`config.mk`:
```
export PLATFORM = sky130hd
export DESIGN_NAME = alu_reset_sequencer
export DESIGN_NICKNAME = d
export VERILOG_FILES = /design/src/rtl/alu_reset_sequencer.sv
export SDC_FILE = /design/constraint.sdc
export NUM_CORES = 1
export LEC_CHECK = 0
export ABC_AREA = 1
export BUFFER_PORTS_ARGS = -buffer_cell sky130_fd_sc_hd__buf_2
export CAP_MARGIN = 20
export CORE_MARGIN = 1.5
export CORE_UTILIZATION = 53
export DETAILED_ROUTE_END_ITERATION = 7
export HOLD_SLACK_MARGIN = 0.06
export MAX_ROUTING_LAYER = met4
export PLACE_DENSITY = 0.73
export SLEW_MARGIN = 0
export SYNTH_ARGS = -nofsm -noshare
export SYNTH_HDL_FRONTEND = slang
export SYNTH_SLANG_ARGS = --single-unit
```
`constraint.sdc`:
```
create_clock -name CLK -period 2.5 [get_ports CLK]
set_input_delay 0.375 -clock CLK [delete_from_list [all_inputs] [get_ports CLK]]
set_output_delay 0.375 -clock CLK [all_outputs]
set_load 0.02 [all_outputs]
```
`src/rtl/alu_reset_sequencer.sv`:
```
// Programmable multi-channel reset pulse generator.
// It issues a power-on pulse after RST. On START it runs R pulses with programmable assert and
// gap lengths, a per-channel mask and an optional staggered release.
module alu_reset_sequencer #(
    parameter int unsigned CHANNELS   = 4,
    parameter int unsigned CNT_WIDTH  = 16,
    parameter int unsigned REP_WIDTH  = 4,
    parameter int unsigned POR_CYCLES = 8,
    parameter int unsigned STAGGER    = 0
) (
    input  logic                 CLK,
    input  logic                 RST,
    input  logic                 START,
    input  logic                 ABORT,
    input  logic [CNT_WIDTH-1:0] ASSERT_LEN,
    input  logic [CNT_WIDTH-1:0] GAP_LEN,
    input  logic [REP_WIDTH-1:0] REPEAT,
    input  logic [CHANNELS-1:0]  CH_MASK,
    output logic [CHANNELS-1:0]  RST_OUT,
    output logic                 BUSY,
    output logic                 DONE
);

    localparam int unsigned REL_LEN = (CHANNELS - 1) * STAGGER + 1;
    localparam logic [CNT_WIDTH-1:0] POR_LAST = CNT_WIDTH'(POR_CYCLES - 1);
    localparam logic [CNT_WIDTH-1:0] REL_LAST = CNT_WIDTH'(REL_LEN - 1);

    typedef enum logic [2:0] {
        S_POR,
        S_IDLE,
        S_ASSERT,
        S_RELEASE,
        S_GAP,
        S_FIN
    } state_t;

    state_t               state, state_d;
    logic [CNT_WIDTH-1:0] cnt, cnt_d;
    logic [CNT_WIDTH-1:0] a_len, a_len_d;
    logic [CNT_WIDTH-1:0] g_len, g_len_d;
    logic [REP_WIDTH-1:0] rem, rem_d;
    logic [CHANNELS-1:0]  mask, mask_d;
    logic                 por_seq, por_seq_d;
    logic [CHANNELS-1:0]  rel_out;
    logic [CHANNELS-1:0]  rst_out_d;

    // State, latched configuration and registered outputs
    always_ff @(posedge CLK) begin
        if (RST) begin
            state   <= S_POR;
            cnt     <= '0;
            a_len   <= '0;
            g_len   <= '0;
            rem     <= '0;
            mask    <= '0;
            por_seq <= 1'b1;
            RST_OUT <= '1;
            BUSY    <= 1'b1;
            DONE    <= 1'b0;
        end else begin
            state   <= state_d;
            cnt     <= cnt_d;
            a_len   <= a_len_d;
            g_len   <= g_len_d;
            rem     <= rem_d;
            mask    <= mask_d;
            por_seq <= por_seq_d;
            RST_OUT <= rst_out_d;
            BUSY    <= (state_d != S_IDLE);
            DONE    <= (state_d == S_FIN);
        end
    end

    // Next state and counters. The outputs are derived from the next state so that every
    // output is registered without an extra cycle of latency.
    always_comb begin
        state_d   = state;
        cnt_d     = cnt + CNT_WIDTH'(1);
        a_len_d   = a_len;
        g_len_d   = g_len;
        rem_d     = rem;
        mask_d    = mask;
        por_seq_d = por_seq;

        case (state)
            S_POR: begin
                if (cnt == POR_LAST) begin
                    state_d   = S_RELEASE;
                    cnt_d     = '0;
                    mask_d    = '1;
                    rem_d     = REP_WIDTH'(1);
                    por_seq_d = 1'b1;
                end
            end
            S_IDLE: begin
                cnt_d = '0;
                if (START && !ABORT) begin
                    state_d   = S_ASSERT;
                    a_len_d   = (ASSERT_LEN == '0) ? CNT_WIDTH'(1) : ASSERT_LEN;
                    g_len_d   = (GAP_LEN == '0) ? CNT_WIDTH'(1) : GAP_LEN;
                    rem_d     = (REPEAT == '0) ? REP_WIDTH'(1) : REPEAT;
                    mask_d    = CH_MASK;
                    por_seq_d = 1'b0;
                end
            end
            S_ASSERT: begin
                if (cnt == a_len - CNT_WIDTH'(1)) begin
                    state_d = S_RELEASE;
                    cnt_d   = '0;
                end
            end
            S_RELEASE: begin
                if (cnt == REL_LAST) begin
                    cnt_d = '0;
                    rem_d = rem - REP_WIDTH'(1);
                    if (rem == REP_WIDTH'(1)) begin
                        state_d = por_seq ? S_IDLE : S_FIN;
                    end else begin
                        state_d = S_GAP;
                    end
                end
            end
            S_GAP: begin
                if (cnt == g_len - CNT_WIDTH'(1)) begin
                    state_d = S_ASSERT;
                    cnt_d   = '0;
                end
            end
            S_FIN: begin
                state_d = S_IDLE;
                cnt_d   = '0;
            end
            default: begin
                state_d = S_IDLE;
                cnt_d   = '0;
            end
        endcase

        // The power-on sequence, including its release phase, cannot be aborted
        if (ABORT && !por_seq &&
            (state == S_ASSERT || state == S_RELEASE || state == S_GAP)) begin
            state_d = S_IDLE;
            cnt_d   = '0;
        end

        rel_out = '0;
        for (int unsigned i = 0; i < CHANNELS; i++) begin
            rel_out[i] = mask_d[i] && (32'(cnt_d) < i * STAGGER);
        end

        case (state_d)
            S_POR:     rst_out_d = '1;
            S_ASSERT:  rst_out_d = mask_d;
            S_RELEASE: rst_out_d = rel_out;
            default:   rst_out_d = '0;
        endcase
    end

endmodule

```
==> impl_metrics.tcl <==
set metrics [dict create \
    outcome "finished clean" \
    fmax_ghz 0.4418 \
    grt_pass1_vias 3730 \
    p_total_mw 2.031 \
    layout-drive-gt1-share_pct 12.57 \
    clock_path_buffers 2 \
    hold_viol 0 \
    synth_flop_cell "dfxtp_1" \
    cts_tree "done" \
    p_leak_nw 2.398 \
    coreArea_um2 7687 \
    remaining_drc_errors 0 \
    synth_area_leaders "dfxtp_1 (31%), nand2_1 (15%), nor2_1 (13%)" \
    cts_made_buffers 9 \
    synth-seq-cells 66 \
    slowest_delay_ns 0.33 \
    max-cap-violations 0 \
    startpoint "a_len[0]" \
    dr.pass1.iters 5 \
    vias_per_cell 5.098 \
    r2r-start "a_len[0]" \
    initial_core_util_pct 54.72 \
    first_iter_violations 211 \
    utilization_pct 61.38 \
    ir_drop_mv 0.3370 \
    hp-class "input port to flop" \
    slew_violations 0 \
    avgRoutedWirePerCell_um 12.34 \
    htreeDepth 3 \
    setup_viol 0 \
    track_usage_pct 25.38 \
    ctsRootBufferMaster "clkbuf_8" \
    vias 4170 \
    chipWidth_um 92.09 \
    grt_pass1_wl_um 16880 \
    fin_nets 762 \
    arrival_ns 2.49 \
    antennaDiodeCount 0 \
    synth-edff-count 0 \
    fin_worst_skew_ns 0.008194 \
    critical_path_class "flop to flop" \
    min_period_over_period_pct 90.54 \
    fin_crit_ns 2.264 \
    worstSetupStartpointType "flop" \
    multi_input_area_um2 2496 \
    drt-total-wl_um 10090 \
    fill_cells 758 \
    syn_nets 715 \
    grt-ovfl-total 0 \
    grt_setup_unrepaired "no" \
    syn_avg_cell_area_um2 6.326 \
    ant_nets 0 \
    seq_area_um2 1321 \
    cts.sinks 66 \
    gp_congestion 0.9493 \
    async_reset_ff_share_pct 0 \
    synthDominantCellAreaShare_pct 31.41 \
    antenna_found_initial 0 \
    syn-cell-area_um2 4207 \
    cpMaxStageDelayCell "dfxtp_1" \
    path_buf_inv 3 \
    hpwl_um 8029 \
    die_y_um 92.09 \
    worst_setup_path_end_kind "flop" \
    pwr_density_cell_nw_per_um2 430.4 \
    synth-seq-area-share_pct 31.41 \
    dieArea_um2 8481 \
    cp.required_ns 2.72 \
    worst_hold_startpoint "ASSERT_LEN[12]" \
    synthCells 665 \
    yosys_warnings 0 \
    yosysTopAreaCell "dfxtp_1" \
    slew_headroom_pct 56.86 \
    io_pins 50 \
    cp_cell_sequence "inv_1, ha_1, nand2_1, nor2_1, nand2_1, nor2_1, nand2_1, xor2_1, inv_1, nor2_2, a21oi_2, o21ai_4, buf_12, nor2_1" \
    critPathTopFamily "simple AND/OR/NAND/NOR gates" \
    io_buffers 49 \
    path_clk_slew_ns 0.07 \
    tightest_slew_ns 0.6412 \
    syn2layout_area_growth_pct 12.17 \
    final.setup.tns_ns 0 \
    synth_cell_types 37 \
    crit_fanout 16 \
    clkLatencyLatePin_ns 0.33 \
    rows 32 \
    grt_max_degree 35 \
]
[final cells by class]
class	instances	share of cell area (%)
Timing Repair Buffer	54	6.258
Clock buffer	12	3.288
Multi-Input combinational cell	499	52.90
Inverter	82	6.523
Sequential cell	66	28.00
Clock inverter	3	0.3182
Tap cell	102	2.705
[registers in the layout (all words and copies together), names as in the netlist, 3 cells and up]
register	count
g_len	16
mask	4
cnt	16
RST_OUT	4
state	3
a_len	16
rem	4
[repair_timing]
item | CTS | global route
hold buffers | 0 | 0
buffers inserted | 0 | 1
endpoints found under the setup margin | 1 | 22
gates resized for setup | 0 | 3
pin swaps | 1 | 1
[logic make-up (layout without fill, tap and decap cells)]
| group | count (synthesis) | after routing | synth area share, % |
|---|---|---|---|
| fa+ha+maj | 6 | 6 | 1.785 |
| compound gates | 61 | 61 | 9.102 |
| flops | 66 | 66 | 31.41 |
| xor+xnor | 35 | 35 | 7.287 |
| buf+inv | 100 | 151 | 9.429 |
| simple gates | 397 | 397 | 40.99 |
[per-stage QoR]
stage                     std cells  worst slack, ns  hold slack, ns  area, µm²
final                           818           0.2364          0.2733       4718
after global routing            818          0.04264          0.2921       4718
after CTS                       817          0.02220          0.2645       4691
after detailed placement        802          0.01653          0.4825       4521
after global placement          802          0.06249          0.4834       4521
after floorplan                 665           0.5491          0.4578       4207
[synthesized netlist by cell type, drive strengths merged, types with 2 or more instances]
| library cell | count |
|---|---|
| nand2 | 165 |
| a21oi | 9 |
| nand4 | 10 |
| clkbuf | 9 |
| o21ai | 26 |
| nand3 | 37 |
| xor2 | 20 |
| buf | 9 |
| nor2 | 150 |
| a221oi | 2 |
| nand3b | 13 |
| xnor2 | 15 |
| ha | 6 |
| inv | 82 |
| nor3 | 9 |
| nor4 | 11 |
| dfxtp | 66 |
| o22ai | 3 |
| a211oi | 19 |
[power by group]
group          internal [mW]  switching, mW
clock network          0.404          0.394
registers               1.06         0.0142
logic                 0.0658         0.0913
[worst reg2reg max path: stages (launching register included)]
cell and delay (ns):
dfxtp_1 0.33, inv_1 0.13, ha_1 0.25, nand2_1 0.10, nor2_1 0.13, nand2_1 0.10, nor2_1 0.15, nand2_1 0.09
xor2_1 0.14, inv_1 0.06, nor2_2 0.19, a21oi_2 0.10, o21ai_4 0.18, buf_12 0.16, nor2_1 0.05
[layer usage]
layer | up-vias | wire length [µm] | GRT usage [%]
met5 | - | 0 | -
met4 | 0 | 99 | 5.000
met3 | 10 | 401 | 4.726
met2 | 92 | 4561 | 40.25
met1 | 1868 | 5030 | 33.89
li1 | 2200 | - | -
[path summary, 6_finish.rpt]
| kind | cells after the start | end | slack (ns) |
|---|---|---|---|
| hold reg to reg | 2 | a_len[1] | 0.49 |
| hold / removal | 3 | a_len[12] | 0.27 |
| setup / recovery | 14 | cnt[15] | 0.24 |
| setup reg to reg | 14 | cnt[15] | 0.24 |
[cell usage in the layout (no fill, tap or decap), drive strengths merged, types with 9 or more instances in the layout]
master / count
buf: 54
xor2: 20
inv: 82
nor2: 150
dfxtp: 66
nor4: 11
a21oi: 9
a211oi: 19
nand3: 37
xnor2: 15
clkbuf: 12
o21ai: 26
nand4: 10
nand3b: 13
nor3: 9
nand2: 165
Power figures use the tool's default switching activity.
